<file path="config.mk">
export PLATFORM = sky130hd
export DESIGN_NAME = fetch_unit_flat
export DESIGN_NICKNAME = d
export VERILOG_FILES = /design/src/rtl/fetch_unit_if.sv /design/src/rtl/fetch_unit.sv /design/src/flat_wrapper.sv
export SDC_FILE = /design/constraint.sdc
export NUM_CORES = 1
export LEC_CHECK = 0
export CORE_MARGIN = 5
export CORE_UTILIZATION = 40
export DETAILED_ROUTE_END_ITERATION = 12
export HOLD_SLACK_MARGIN = 0.06
export PLACE_DENSITY = 0.65
export SYNTH_ARGS = -nofsm -noshare
export SYNTH_HDL_FRONTEND = slang
export SYNTH_SLANG_ARGS = --single-unit
</file>
<file path="constraint.sdc">
create_clock -name clk -period 5.7 [get_ports clk]
set_input_delay 0.57 -clock clk [delete_from_list [all_inputs] [get_ports clk]]
set_output_delay 0.57 -clock clk [all_outputs]
set_load 0.01 [all_outputs]
</file>
<file path="src/rtl/fetch_unit_if.sv">
// Fetch-stage bus: instruction-memory read port, redirect input and the
// valid/ready handshake towards the execute stage.
interface fetch_unit_if #(
   parameter int ADDR_W = 8,
   parameter int DATA_W = 8
);
   logic              mem_rd_en;
   logic [ADDR_W-1:0] mem_addr;
   logic [DATA_W-1:0] mem_rdata;
   logic              redirect_valid;
   logic [ADDR_W-1:0] redirect_pc;
   logic              instr_valid;
   logic              instr_ready;
   logic [DATA_W-1:0] instr;
   logic [ADDR_W-1:0] instr_pc;

   modport master (
      output mem_rd_en, mem_addr, instr_valid, instr, instr_pc,
      input  mem_rdata, redirect_valid, redirect_pc, instr_ready
   );

   modport slave (
      input  mem_rd_en, mem_addr, instr_valid, instr, instr_pc,
      output mem_rdata, redirect_valid, redirect_pc, instr_ready
   );
endinterface

</file>
<file path="src/rtl/fetch_unit.sv">
// Instruction fetch: PC, one-cycle-latency memory reads and a small prefetch
// FIFO feeding the execute stage; redirect flushes and restarts at a new PC.
module fetch_unit #(
   parameter int ADDR_W = 8,
   parameter int DATA_W = 8,
   parameter int DEPTH  = 4
) (
   input  logic                   clk,
   input  logic                   rst,
   fetch_unit_if.master           bus,
   output logic [$clog2(DEPTH):0] fifo_count
);
   localparam int PW = $clog2(DEPTH);
   localparam logic [PW:0] FULL = (PW+1)'(DEPTH);

   logic [ADDR_W-1:0] fetch_pc;
   logic [ADDR_W-1:0] req_pc;
   logic              inflight;
   logic [DATA_W-1:0] data_q [DEPTH];
   logic [ADDR_W-1:0] pc_q   [DEPTH];
   logic [PW-1:0]     wr_ptr;
   logic [PW-1:0]     rd_ptr;
   logic [PW:0]       occupancy;
   logic              issue;
   logic              push;
   logic              pop;

   // An outstanding read already owns a slot, so count it against the FIFO.
   // A same-cycle pop is not credited: simpler timing at the cost of a bubble.
   assign occupancy = fifo_count + {{PW{1'b0}}, inflight};
   assign issue     = rst && !bus.redirect_valid && (occupancy < FULL);
   assign push      = inflight;
   assign pop       = bus.instr_valid && bus.instr_ready;

   assign bus.mem_rd_en   = issue;
   assign bus.mem_addr    = fetch_pc;
   assign bus.instr_valid = (fifo_count != '0);
   assign bus.instr       = data_q[rd_ptr];
   assign bus.instr_pc    = pc_q[rd_ptr];

   always_ff @(posedge clk) begin
      if (!rst) begin
         fetch_pc   <= '0;
         req_pc     <= '0;
         inflight   <= 1'b0;
         wr_ptr     <= '0;
         rd_ptr     <= '0;
         fifo_count <= '0;
         for (int i = 0; i < DEPTH; i++) begin
            data_q[i] <= '0;
            pc_q[i]   <= '0;
         end
      end else if (bus.redirect_valid) begin
         // Flush drops the returning read too; a handshake this cycle is consumed.
         fetch_pc   <= bus.redirect_pc;
         inflight   <= 1'b0;
         wr_ptr     <= '0;
         rd_ptr     <= '0;
         fifo_count <= '0;
      end else begin
         inflight <= issue;
         if (issue) begin
            fetch_pc <= fetch_pc + 1'b1;
            req_pc   <= fetch_pc;
         end
         if (push) begin
            data_q[wr_ptr] <= bus.mem_rdata;
            pc_q[wr_ptr]   <= req_pc;
            wr_ptr         <= wr_ptr + 1'b1;
         end
         if (pop) rd_ptr <= rd_ptr + 1'b1;
         if (push && !pop)      fifo_count <= fifo_count + 1'b1;
         else if (pop && !push) fifo_count <= fifo_count - 1'b1;
      end
   end
endmodule
</file>
<file path="src/flat_wrapper.sv">
// flat-port wrapper written by rule: the top's interface ports become plain ports
module fetch_unit_flat 
#(
   parameter int ADDR_W = 8,
   parameter int DATA_W = 8,
   parameter int DEPTH  = 4
)
  (clk, rst, fifo_count, bus_mem_rd_en, bus_mem_addr, bus_instr_valid, bus_instr, bus_instr_pc, bus_mem_rdata, bus_redirect_valid, bus_redirect_pc, bus_instr_ready);
  fetch_unit_if #(.ADDR_W(ADDR_W), .DATA_W(DATA_W)) bus_i ();
  input  logic clk;
  input  logic rst;
  output logic [$clog2(DEPTH):0] fifo_count;
  output wire logic [$bits(bus_i.mem_rd_en)-1:0] bus_mem_rd_en;
  output wire logic [$bits(bus_i.mem_addr)-1:0] bus_mem_addr;
  output wire logic [$bits(bus_i.instr_valid)-1:0] bus_instr_valid;
  output wire logic [$bits(bus_i.instr)-1:0] bus_instr;
  output wire logic [$bits(bus_i.instr_pc)-1:0] bus_instr_pc;
  input wire logic [$bits(bus_i.mem_rdata)-1:0] bus_mem_rdata;
  input wire logic [$bits(bus_i.redirect_valid)-1:0] bus_redirect_valid;
  input wire logic [$bits(bus_i.redirect_pc)-1:0] bus_redirect_pc;
  input wire logic [$bits(bus_i.instr_ready)-1:0] bus_instr_ready;
  assign bus_mem_rd_en = bus_i.mem_rd_en;
  assign bus_mem_addr = bus_i.mem_addr;
  assign bus_instr_valid = bus_i.instr_valid;
  assign bus_instr = bus_i.instr;
  assign bus_instr_pc = bus_i.instr_pc;
  assign bus_i.mem_rdata = bus_mem_rdata;
  assign bus_i.redirect_valid = bus_redirect_valid;
  assign bus_i.redirect_pc = bus_redirect_pc;
  assign bus_i.instr_ready = bus_instr_ready;
  fetch_unit #(.ADDR_W(ADDR_W), .DATA_W(DATA_W), .DEPTH(DEPTH)) u_core (.clk(clk), .rst(rst), .bus(bus_i), .fifo_count(fifo_count));
endmodule
</file>
Word level (Yosys, flattened, before mapping)
Memories as Yosys holds them, arrays and structs flattened. A register that Yosys moved wholly into a read port is not among the register bits.
Index checks and enable logic that the tools add are counted.
Cells by class
  add/sub/neg operators: 6
  order comparisons: 1
  mux-type cells: 19
  bitwise operators: 2
  reduce and logical (&&, ||, !) cells: 15
Operator list (count)
  two-way mux 8 bit: 4
  OR reduction 8 bit: 2
  two-way mux 2 bit: 6
  adder 8 x 1 -> 8 bit (second input constant): 1
  two-way mux 1 bit: 7
  two-way mux 3 bit: 2
  logical AND 1 bit: 5
  adder 2 x 1 -> 2 bit (second input constant): 2
  nonzero test 2 bit: 2
  adder 3 x 1 -> 3 bit: 1
  adder 3 x 1 -> 3 bit (second input constant): 1
  logical NOT 1 bit: 3
  < comparator 3 bit (second input constant): 1
  nonzero test 3 bit: 1
  subtractor 3 x 1 -> 3 bit (second input constant): 1
  inverter 1 bit: 2
  AND reduction 2 bit: 1
  OR reduction 2 bit: 1
Storage, ports and cells
  register bits after elaboration: 24
  bits in writable memories: 64
  bits of input ports: 20
  output and inout port bits: 29
  word-level logic and storage cells: 51
  memories: 2
Memory list
  u_core.data_q: depth 4, bits a word 8, read ports 1, clocked after Yosys merged registers in 1, wr ports 4, RTL line fetch_unit.sv:19  | logic [DATA_W-1:0] data_q [DEPTH];
  u_core.pc_q: depth 4, bits a word 8, read ports 1, clocked after Yosys merged registers in 1, wr ports 4, RTL line fetch_unit.sv:20  | logic [ADDR_W-1:0] pc_q [DEPTH];

Depth between registers and ports, before layout
Gate-level depths: netlist of the first run.
  depth after elaboration: 6
  mapped depth: 10
  mapped depth without buffers: 8

Least setup slack after synthesis of the first run
No wires, ideal clock.
  path type: input -> register
  start: input port bus_redirect_valid
  end: memory u_core.data_q[3][0] (enable)
  setup time: 0.411 ns
  data arrival time: 2.186 ns
  required time: 5.289 ns
  path slack: 3.103 ns
  stages on the path: 4
  path buffers: 2
  cells stage by stage: buf_6 clkbuf_1 nand2b_1 o21ai_0
RTL lines
  start, declared: RTL line flat_wrapper.sv:19  | input wire logic [$bits(bus_i.redirect_valid)-1:0] bus_redirect_valid;
  end, declared: RTL line fetch_unit.sv:19

Final worst setup path of the first run
  start: input port rst
  end: output port bus_mem_rd_en
On the way
  cells in the longest elaborated chain, start to end: 2
Ends and longest elaborated chain
  start, declared: RTL line flat_wrapper.sv:11  | input logic rst;
  logical AND 1 bit (2 in a row): RTL line fetch_unit.sv:31  | assign issue = rst && !bus.redirect_valid && (occupancy < FULL);
  end, declared: RTL line flat_wrapper.sv:13  | output wire logic [$bits(bus_i.mem_rd_en)-1:0] bus_mem_rd_en;
Every way passes these cells.

==> results of run 1 <==
==> how the worst min path moves through the flow <==
stage	start	slack, ns	endpoint	cells after the start
floorplan	u_core.req_pc[0]	0.46	u_core.req_pc[0]	2
global placement	u_core.req_pc[5]	0.49	u_core.req_pc[5]	2
detailed placement	u_core.req_pc[5]	0.50	u_core.req_pc[5]	2
CTS	u_core.req_pc[5]	0.52	u_core.req_pc[5]	2
global route	u_core.req_pc[5]	0.53	u_core.req_pc[5]	2
finish	u_core.req_pc[5]	0.51	u_core.req_pc[5]	2
==> metal layers <==
| metal | track usage | vias up | share of wire |
|---|---|---|---|
| li1 | - | 1165 | - |
| met5 | 0 | - | 0 |
| met4 | 0.02902 | 0 | 0.0091 |
| met1 | 0.1780 | 1153 | 0.46 |
| met3 | 0.04426 | 8 | 0.060 |
| met2 | 0.2292 | 80 | 0.47 |
==> sequential cells by signal, indices dropped and copies added (netlist names), named ones only <==
register and flops:
u_core.fifo_count 3, u_core.wr_ptr 2, u_core.pc_q 32, u_core.bus.mem_addr 8
u_core.rd_ptr 2, u_core.req_pc 8, u_core.data_q 32, u_core.inflight 1
==> placed cells by master (no fill, tap or decap), types with 2 or more instances in the layout <==
| cell type | count |
|---|---|
| sky130_fd_sc_hd__a21boi_0 | 7 |
| sky130_fd_sc_hd__a21boi_1 | 2 |
| sky130_fd_sc_hd__a32o_1 | 3 |
| sky130_fd_sc_hd__and2_1 | 49 |
| sky130_fd_sc_hd__and3_1 | 19 |
| sky130_fd_sc_hd__buf_4 | 2 |
| sky130_fd_sc_hd__clkbuf_1 | 2 |
| sky130_fd_sc_hd__clkbuf_8 | 9 |
| sky130_fd_sc_hd__clkdlybuf4s50_1 | 48 |
| sky130_fd_sc_hd__clkinv_2 | 2 |
| sky130_fd_sc_hd__dfxtp_1 | 26 |
| sky130_fd_sc_hd__edfxtp_1 | 64 |
| sky130_fd_sc_hd__ha_1 | 2 |
| sky130_fd_sc_hd__inv_1 | 2 |
| sky130_fd_sc_hd__mux4_2 | 16 |
| sky130_fd_sc_hd__nand2_1 | 19 |
| sky130_fd_sc_hd__nand2b_1 | 5 |
| sky130_fd_sc_hd__nand3_1 | 9 |
| sky130_fd_sc_hd__nor2_1 | 8 |
| sky130_fd_sc_hd__nor2b_1 | 2 |
| sky130_fd_sc_hd__nor3_1 | 5 |
| sky130_fd_sc_hd__nor3b_1 | 3 |
| sky130_fd_sc_hd__nor3b_2 | 2 |
| sky130_fd_sc_hd__o21ai_0 | 3 |
| sky130_fd_sc_hd__o31a_1 | 3 |
| sky130_fd_sc_hd__or3_1 | 2 |
| sky130_fd_sc_hd__xor2_1 | 5 |
==> per-stage QoR <==
step / hold slack, ns / cell area, um^2
2_1_floorplan: 0.4560 / 4013
3_3_place_gp: 0.4890 / 4554
3_5_place_dp: 0.5047 / 4554
4_1_cts: 0.5173 / 4730
5_1_grt: 0.5305 / 4730
6_report: 0.5118 / 4730
==> power by group <==
part	internal, mW	switching (mW)	total [mW]
logic	0.0678	0.0562	0.124
clock network	0.198	0.205	0.403
registers	0.726	0.0247	0.750
total	0.991	0.286	1.28
==> worst max-delay path: stages <==
cell	delay, ns
sky130_fd_sc_hd__clkdlybuf4s50_1	0.98
sky130_fd_sc_hd__nand2b_4	0.17
sky130_fd_sc_hd__a21o_1	0.40
sky130_fd_sc_hd__inv_2	0.34
sky130_fd_sc_hd__clkdlybuf4s50_1	0.60
==> final cells by class <==
type / count / area, um^2 / area share
tap: 133 / 166.4 / 0.03519
timing repair buffer: 50 / 495.5 / 0.1048
clock inverter: 4 / 43.79 / 0.009259
sequential: 90 / 2442 / 0.5164
inverter: 3 / 11.26 / 0.002381
multi-input combinational: 183 / 1439 / 0.3042
clock buffer: 11 / 131.4 / 0.02778
==> cells by family after synthesis <==
kind of cell | share of synthesized area
XOR/XNOR | 0.01310
AND/OR/NAND/NOR | 0.1924
adder cells (fa/ha/maj) | 0.01122
flip-flops | 0.6087
AO/OA/AOI/OAI | 0.04958
buffers and inverters | 0.03274
multiplexers | 0.09230
==> results.txt, run 1 <==
----------------------------------------------------
[GRT]
  Maximum number of pins on one net before global-route repair ... 24
  Vias in the first global route ... 2448
  Global-route wire length before repair ... 12.71 mm
  Initial antenna violation count ... 0
  All-layer global routing usage ... 0.1380
  Sum of overflow across all layers after global routing ... 0

[Clocking]
  Post-CTS Resized ... 0
  TritonCTS clock tree ... done
  Hold buffer count at cts ... 0
  Maximum root-to-sink buffer count ... 2
  Buffer count from post-CTS setup fixing ... 0
  Count of clock tree sinks ... 90
  Number of H-tree levels ... 3
  Number of CTS-inserted buffers ... 9
  Insertion delay of the later-clocked pin in the worst-skew pair ... 0.35 ns
  CTS Root Cell ... sky130_fd_sc_hd__clkbuf_8
  Reg clk slew, reported paths ... 0.08 ns

[Route]
  Vias ... 2406
  Routed len/inst ... 16.25 um
  1st-pass router iterations ... 4
  Post-detailed-route via-to-cell ratio ... 5.076
  Initial drt markers ... 80
  Residual DRC ... 0
  Antenna viol nets, final ... 0
  Routed wire length ... 7.704 mm

[Setup path]
  Kind of capture point of the worst setup path ... output pin
  Arrival @ worst endpoint ... 3.08 ns
  Crit path kind ... input port to output pin
  R2r endpoint ... u_core.pc_q[2][1]
  Cell depth of the worst flop-to-flop path ... 3
  Start point of the critical path ... rst
  Worst Setup EP ... bus_mem_rd_en
  Setup slack, reg-to-reg ... 2.86 ns
  Worst EP required ... 5.13 ns
  Kind of launch point of the worst setup path ... input port
  Crit Reg-Reg Startpoint ... u_core.inflight
  Crit-path max FO ... 23

[Logic synthesis]
  Share of the yosys chip area belonging to registers ... 0.6087
  Yosys cell types ... 45
  Dominant cell by count in the synthesized netlist ... sky130_fd_sc_hd__edfxtp_1
  Yosys warning total ... 0
  Fraction of registers with async set or reset after synthesis ... 0
  Top cells by area, synth ... sky130_fd_sc_hd__edfxtp_1 48%, sky130_fd_sc_hd__dfxtp_1 13%, sky130_fd_sc_hd__mux4_2 9.0%
  Mean instance size in the synthesized netlist ... 13.56 um^2
  Post-synthesis register bit count ... 90
  Mapped Area ... 0.004013 mm^2
  Post-synthesis cell type with the largest combined area ... sky130_fd_sc_hd__edfxtp_1
  Yosys top cell area share ... 0.4790
  Ys flop type ... sky130_fd_sc_hd__edfxtp_1
  Count of flip-flops with a built-in enable after synthesis ... 64
  Synth cell count leaders ... 64 x sky130_fd_sc_hd__edfxtp_1, 49 x sky130_fd_sc_hd__and2_1, 26 x sky130_fd_sc_hd__dfxtp_1
  Synthesized netlist net count ... 319
  Synthesized instance count ... 296

[Floorplan]
  Width of the die ... 110.2 um
  Placeable Area ... 0.009774 mm^2
  Die outline height ... 110.2 um
  Initial Util ... 0.4105
  Placement Rows ... 36
  Overall die area ... 0.01213 mm^2
  Top Ports ... 49

[Final layout]
  Post-layout util ... 0.4839
  Number of fill cells in the layout ... 879
  Ant. Diodes ... 0
  Share of layout cells above drive strength 1 ... 0.1085
  Synthesis-to-finish area growth ... 17.87%
  Non-filler instance count after layout ... 474
  Final-stage net count ... 360

[Placement]
  Detailed placement HPWL ... 5.103 mm
  Worst slack at placement ... 1.824 ns
  GP Congestion ... 0.7666
  Placed cells ... 459
  Number of port buffers ... 48

[STA]
  Fmax achieved ... 274.3 MHz
  Worst slew margin ... 0.2653
  Final critical delay including setup and external delays ... 3.645 ns
  Final-report setup violation count ... 0
  Slew @ Worst Pin ... 1.101 ns
  Unrepaired setup endpoints after global routing ... no
  Final Hold Vio Count ... 0
  Final cycle utilization of the critical path ... 0.6395
  TNS Setup ... 0 ns
  Crit path setup slack, layout ... 2.055 ns
  Clk_skew ... 0.009436 ns
  Max-slew violations ... 0

[Power and ir drop]
  Final Total Pwr ... 1.277 mW
  Highest ir drop seen on vdd ... 0.1110 mV
  Power density of the placed cells ... 270.0 mW/mm^2
  Leak pwr ... 1.720 nW

[Status]
  Outcome ... complete, no violations

[Worst hold path]
  Worst hold path type ... flip-flop to flip-flop

[Flow run]
  Max-cap violation count ... 0

----------------------------------------------------
No activity file was read; power rests on OpenSTA's default activity.
==> run 2: changes to the inputs <==
Settings changed: PLACE_DENSITY 0.65 to 0.67.
Clock period 5.7 ns to 3.05 ns, I/O delays scaled along.
==> results.txt, run 2 (synthesis results as in run 1) <==
----------------------------------------------------
[Route]
  Routed wire length ... 8.017 mm (+4.1%)
  Initial drt markers ... 160 (+100%)
  Vias ... 2454 (+2.0%)
  Post-detailed-route via-to-cell ratio ... 5.029 (-0.93%)
  1st-pass router iterations ... 4 (unchanged)
  Routed len/inst ... 16.43 um (+1.1%)
  Antenna viol nets, final ... 0 (unchanged)
  Residual DRC ... 0 (unchanged)

[Clocking]
  Buffer count from post-CTS setup fixing ... 0 (unchanged)
  Insertion delay of the later-clocked pin in the worst-skew pair ... 0.34 ns (about the same)
  Reg clk slew, reported paths ... 0.08 ns (about the same)
  CTS Root Cell ... sky130_fd_sc_hd__clkbuf_8
  Number of CTS-inserted buffers ... 9 (unchanged)
  Count of clock tree sinks ... 90 (unchanged)
  Number of H-tree levels ... 3 (unchanged)
  TritonCTS clock tree ... done
  Post-CTS Resized ... 0 (unchanged)
  Maximum root-to-sink buffer count ... 2 (unchanged)
  Hold buffer count at cts ... 0 (unchanged)

[Setup path]
  Delay of the slowest critical-path stage ... 0.59 ns (-0.39 ns)
  Cell depth of the worst setup path ... 3 (-2)
  Worst EP required ... 2.74 ns (-2.39 ns)
  Max stage delay cell, worst path ... sky130_fd_sc_hd__mux4_2
  Crit-path max FO ... 16 (-30%)
  Crit path kind ... flip-flop to output pin
  Arrival @ worst endpoint ... 2.08 ns (-1.00 ns)
  Crit path cell chain ... buf_4, mux4_2, clkdlybuf4s50_1
  Kind of capture point of the worst setup path ... output pin
  Buffers and inverters on the worst path ... 2 (-1)
  Cell depth of the worst flop-to-flop path ... 8 (+5)
  Crit path max-delay family ... buffers and inverters
  Kind of launch point of the worst setup path ... flip-flop

[Final layout]
  Leading cell type in the layout, fill and taps excluded ... sky130_fd_sc_hd__edfxtp_1
  Number of fill cells in the layout ... 881 (+0.23%)
  Synthesis-to-finish area growth ... 20.61%
  Ant. Diodes ... 0 (unchanged)
  Share of layout cells above drive strength 1 ... 0.1408 (+0.03234)
  Top library cells by usage in the layout, fill and taps aside ... 64 x sky130_fd_sc_hd__edfxtp_1, 49 x sky130_fd_sc_hd__and2_1, 48 x sky130_fd_sc_hd__clkdlybuf4s50_1, 26 x sky130_fd_sc_hd__dfxtp_1
  Biggest regs ... u_core.data_q x32, u_core.pc_q x32
  Non-filler instance count after layout ... 488 (+3.0%)
  Final-stage net count ... 373 (+3.6%)
  Final instance area ... 0.004840 mm^2 (+2.3%)
  Post-layout util ... 0.4951 (+0.01127)

[Floorplan]
  Placeable Area ... 0.009774 mm^2 (unchanged)
  Initial Util ... 0.4105 (unchanged)
  Top Ports ... 49 (unchanged)
  Width of the die ... 110.2 um (unchanged)
  Die outline height ... 110.2 um (unchanged)
  Overall die area ... 0.01213 mm^2 (unchanged)
  Placement Rows ... 36 (unchanged)

[Placement]
  GP Congestion ... 0.7842 (+2.3%)
  Placed Area ... 0.004652 mm^2 (+2.1%)
  Number of port buffers ... 48 (unchanged)
  Detailed placement HPWL ... 5.043 mm (-1.2%)
  Placed cells ... 472 (+2.8%)

[STA]
  Final Hold Vio Count ... 0 (unchanged)
  TNS Setup ... 0 ns (unchanged)
  Clk_skew ... 0.006707 ns (-0.002730 ns)
  Final-report setup violation count ... 0 (unchanged)
  Worst slew margin ... 0.6788 (+0.4135)
  Fmax achieved ... 419.8 MHz
  Max-slew violations ... 0 (unchanged)
  Unrepaired setup endpoints after global routing ... no
  Final critical delay including setup and external delays ... 2.382 ns
  Slew @ Worst Pin ... 0.4803 ns (-0.6203 ns)
  Final cycle utilization of the critical path ... 0.7811

[Power and ir drop]
  Highest ir drop seen on vdd ... 0.2410 mV (+120%)
  Power density of the placed cells ... 500.9 mW/mm^2 (+85%)
  Leak pwr ... 1.791 nW (+4.1%)

[GRT]
  Maximum number of pins on one net before global-route repair ... 20 (-17%)
  Initial antenna violation count ... 0 (unchanged)
  All-layer global routing usage ... 0.1437 (+0.005668)
  Vias in the first global route ... 2533 (+3.5%)
  Global-route wire length before repair ... 13.12 mm (+3.2%)
  Sum of overflow across all layers after global routing ... 0 (unchanged)

[Flow run]
  Max-cap violation count ... 0 (unchanged)

[Worst hold path]
  Worst hold path type ... flip-flop to flip-flop
  Hold Crit Depth ... 2 (unchanged)

[Status]
  Outcome ... complete, no violations

----------------------------------------------------
==> run 2: cell types whose count changed in the layout (fill, tap and decap cells not counted), sizes merged <==
cell	previous run	this run
buf	2	15
clkinv	3	2
clkbuf	11	13
==> run 2: power by group <==
group	switching (mW)	internal [mW]	total, mW
clock network	0.381	0.399	0.779
registers	0.0353	1.36	1.39
logic	0.119	0.135	0.254
==> run 2: stage by stage <==
stage	worst slack, ns	power [mW]	hold WS (ns)
3_3_place_gp	0.7061	1.670	0.4821
2_1_floorplan	0.7178	1.548	0.4461
4_1_cts	0.6423	2.451	0.5074
6_report	0.6677	2.424	0.5055
3_5_place_dp	0.6584	1.676	0.4959
5_1_grt	0.5528	2.531	0.5383
==> run 2: per-layer routing <==
| layer | part of all wire | up-vias | GRT usage |
|---|---|---|---|
| met3 | 0.054 | 7 | 0.04485 |
| met5 | 0 | - | 0 |
| met4 | 0.0059 | 0 | 0.02639 |
| li1 | - | 1192 | - |
| met2 | 0.49 | 60 | 0.2439 |
| met1 | 0.45 | 1195 | 0.1831 |
==> run 2: area by class of cell <==
cell class / instances / area, um^2 / area share
Tap cell: 133 / 166.4 / 0.03438
Clock buffer: 13 / 148.9 / 0.03077
Multi-Input combinational cell: 183 / 1439 / 0.2973
Inverter: 3 / 11.26 / 0.002327
Clock inverter: 3 / 38.79 / 0.008014
Sequential cell: 90 / 2442 / 0.5047
Timing Repair Buffer: 63 / 593.1 / 0.1225
==> run 2: tightest hold or removal path: cells and delay by family, from the launching register on <==
kind	cells	cell delay, ns
DFF	1	0.34
AOI/OAI and AO/OA	1	0.06
and+or+nand+nor	1	0.06
==> run 2: worst paths after layout <==
check	to	start	slack (ns)
worst max-delay path	bus_instr_pc[5]	flip-flop	0.67
worst min-delay path	u_core.req_pc[5]	u_core.req_pc[5]	0.51
worst max register to register	u_core.fifo_count[2]	u_core.fifo_count[0]	0.83
worst min register to register	u_core.req_pc[5]	u_core.req_pc[5]	0.51
==> run 3: changes to the inputs <==
Settings changed: PLACE_DENSITY 0.67 to 0.65.
Clock period 3.05 ns to 2.35 ns, I/O delays scaled along.
==> results.txt, run 3 (synthesis results as in run 1) <==
----------------------------------------------------
[Final layout]
  Share of layout cells above drive strength 1 ... 0.1564 (+0.01558)
  Top library cells by usage in the layout, fill and taps aside ... 64 x sky130_fd_sc_hd__edfxtp_1, 49 x sky130_fd_sc_hd__and2_1, 48 x sky130_fd_sc_hd__clkdlybuf4s50_1, 26 x sky130_fd_sc_hd__dfxtp_1
  Final-stage net count ... 376 (+0.80%)
  Biggest regs ... u_core.data_q x32, u_core.pc_q x32
  Leading cell type in the layout, fill and taps excluded ... sky130_fd_sc_hd__edfxtp_1
  Synthesis-to-finish area growth ... 22.20%
  Ant. Diodes ... 0 (unchanged)

[Route]
  1st-pass router iterations ... 4 (unchanged)
  Initial drt markers ... 69 (-57%)
  Routed wire length ... 7.780 mm (-3.0%)
  Antenna viol nets, final ... 0 (unchanged)
  Residual DRC ... 0 (unchanged)
  Vias ... 2444 (-0.41%)
  Post-detailed-route via-to-cell ratio ... 4.978 (-1.0%)
  Routed len/inst ... 15.85 um (-3.5%)

[STA]
  Max-slew violations ... 0 (unchanged)
  Unrepaired setup endpoints after global routing ... no
  Final cycle utilization of the critical path ... 0.9248
  Fmax achieved ... 460.2 MHz
  Slew @ Worst Pin ... 0.3085 ns (-0.1718 ns)
  Final Hold Vio Count ... 0 (unchanged)
  Clk_skew ... 0.007887 ns (+0.001180 ns)
  Final critical delay including setup and external delays ... 2.173 ns
  Final-layout worst hold slack ... 0.4631 ns (-0.04246 ns)
  TNS Setup ... 0 ns (unchanged)
  Final-report setup violation count ... 0 (unchanged)
  Worst slew margin ... 0.7917 (+0.1129)

[GRT]
  Met3 layer usage reported by global route ... 0.04543 (+0.0005824)
  Maximum number of pins on one net before global-route repair ... 20 (unchanged)
  Vias in the first global route ... 2573 (+1.6%)
  Gr busiest metal ... met2
  Met2 Resource Use GR ... 0.2366 (-0.007366)
  GRT met1 Usage ... 0.1756 (-0.007422)
  Global-route wire length before repair ... 12.83 mm (-2.2%)
  Sum of overflow across all layers after global routing ... 0 (unchanged)
  All-layer global routing usage ... 0.1410 (-0.002622)
  Initial antenna violation count ... 0 (unchanged)

[Power and ir drop]
  Highest ir drop seen on vdd ... 0.2623 mV (+8.8%)
  Power density of the placed cells ... 665.6 mW/mm^2 (+33%)
  Final Total Pwr ... 3.264 mW (+35%)
  Leak pwr ... 1.817 nW (+1.5%)

[Placement]
  Detailed placement HPWL ... 4.974 mm (-1.4%)
  GP Congestion ... 0.8033 (+2.4%)
  Number of port buffers ... 48 (unchanged)

[Status]
  Outcome ... complete, no violations

[Setup path]
  Cell depth of the worst flop-to-flop path ... 8 (unchanged)
  Kind of capture point of the worst setup path ... output pin
  Kind of launch point of the worst setup path ... flip-flop
  Worst EP required ... 2.12 ns (-0.62 ns)
  Delay of the slowest critical-path stage ... 0.54 ns (-0.05 ns)
  Max stage delay cell, worst path ... sky130_fd_sc_hd__mux4_2
  Crit path kind ... flip-flop to output pin
  Crit-path max FO ... 16 (unchanged)
  Crit path cell chain ... buf_12, mux4_2, clkdlybuf4s50_1
  Arrival @ worst endpoint ... 1.94 ns (-0.14 ns)

[Floorplan]
  Overall die area ... 0.01213 mm^2 (unchanged)
  Placeable Area ... 0.009774 mm^2 (unchanged)
  Placement Rows ... 36 (unchanged)
  Top Ports ... 49 (unchanged)
  Initial Util ... 0.4105 (unchanged)
  Die outline height ... 110.2 um (unchanged)
  Width of the die ... 110.2 um (unchanged)

[Clocking]
  Maximum root-to-sink buffer count ... 2 (unchanged)
  TritonCTS clock tree ... done
  Buffer count from post-CTS setup fixing ... 0 (unchanged)
  Count of clock tree sinks ... 90 (unchanged)
  CTS Root Cell ... sky130_fd_sc_hd__clkbuf_8
  Insertion delay of the later-clocked pin in the worst-skew pair ... 0.35 ns (about the same)
  Hold buffer count at cts ... 0 (unchanged)
  Post-CTS Resized ... 0 (unchanged)
  Number of CTS-inserted buffers ... 9 (unchanged)
  Reg clk slew, reported paths ... 0.09 ns (about the same)
  Number of H-tree levels ... 3 (unchanged)

[Flow run]
  Max-cap violation count ... 0 (unchanged)

[Worst hold path]
  Worst hold path type ... input port to flip-flop
  Hold Crit Depth ... 3 (+1)

----------------------------------------------------
-- run 3: cell types whose count changed in the layout (fill, tap and decap cells not counted) --
| cell | delta |
|---|---|
| sky130_fd_sc_hd__buf_12 | +1 |
| sky130_fd_sc_hd__buf_4 | +2 |
| sky130_fd_sc_hd__bufinv_16 | +1 |
| sky130_fd_sc_hd__clkbuf_1 | -3 |
| sky130_fd_sc_hd__clkbuf_8 | -1 |
| sky130_fd_sc_hd__clkinvlp_4 | +2 |
| sky130_fd_sc_hd__inv_6 | +1 |
-- run 3: area by class of cell --
cell class	instances	area, um^2
clock buffers	9	123.9
inverters	3	11.26
multi-input cells	183	1439
repair buffers	66	628.1
clock inverters	7	92.59
flip-flops and latches	90	2442
fillers	875	4871
well taps	133	166.4
-- run 3: report_power, final --
| part | switching [mW] | internal, mW |
|---|---|---|
| Combinational | 0.159 | 0.182 |
| Sequential | 0.0409 | 1.76 |
| Clock | 0.526 | 0.597 |
-- run 3: critical path: cells and delay by family (launching register included) --
family	cells	cell delay [ns]
buffers and inverters	2	0.69
DFF	1	0.36
muxes	1	0.54
-- run 3: path summary, 6_finish.rpt --
kind | slack [ns] | endpoint | from
setup / recovery | 0.18 | bus_instr_pc[5] | flip-flop
hold / removal | 0.46 | u_core.bus.mem_addr[3] | bus_redirect_pc[3]
setup reg to reg | 0.21 | u_core.fifo_count[2] | u_core.fifo_count[0]
hold reg to reg | 0.51 | u_core.req_pc[2] | u_core.req_pc[2]
-- run 3: through the flow --
stage | instances | util | area (um^2) | setup slack, ns
6_report | 491 | 0.5017 | 4903 | 0.1768
4_1_cts | 491 | 0.5017 | 4903 | 0.1367
5_1_grt | 491 | 0.5017 | 4903 | 0.05464
2_1_floorplan | 296 | - | 4013 | 0.08777
3_3_place_gp | 475 | 0.4795 | 4687 | 0.2819
3_5_place_dp | 475 | 0.4795 | 4687 | 0.2133
-- run 3: per-layer routing --
layer	up-vias	routed length, um
met1	1178	3384
met5	-	0
met4	0	71
met2	61	3791
met3	5	532
li1	1200	-
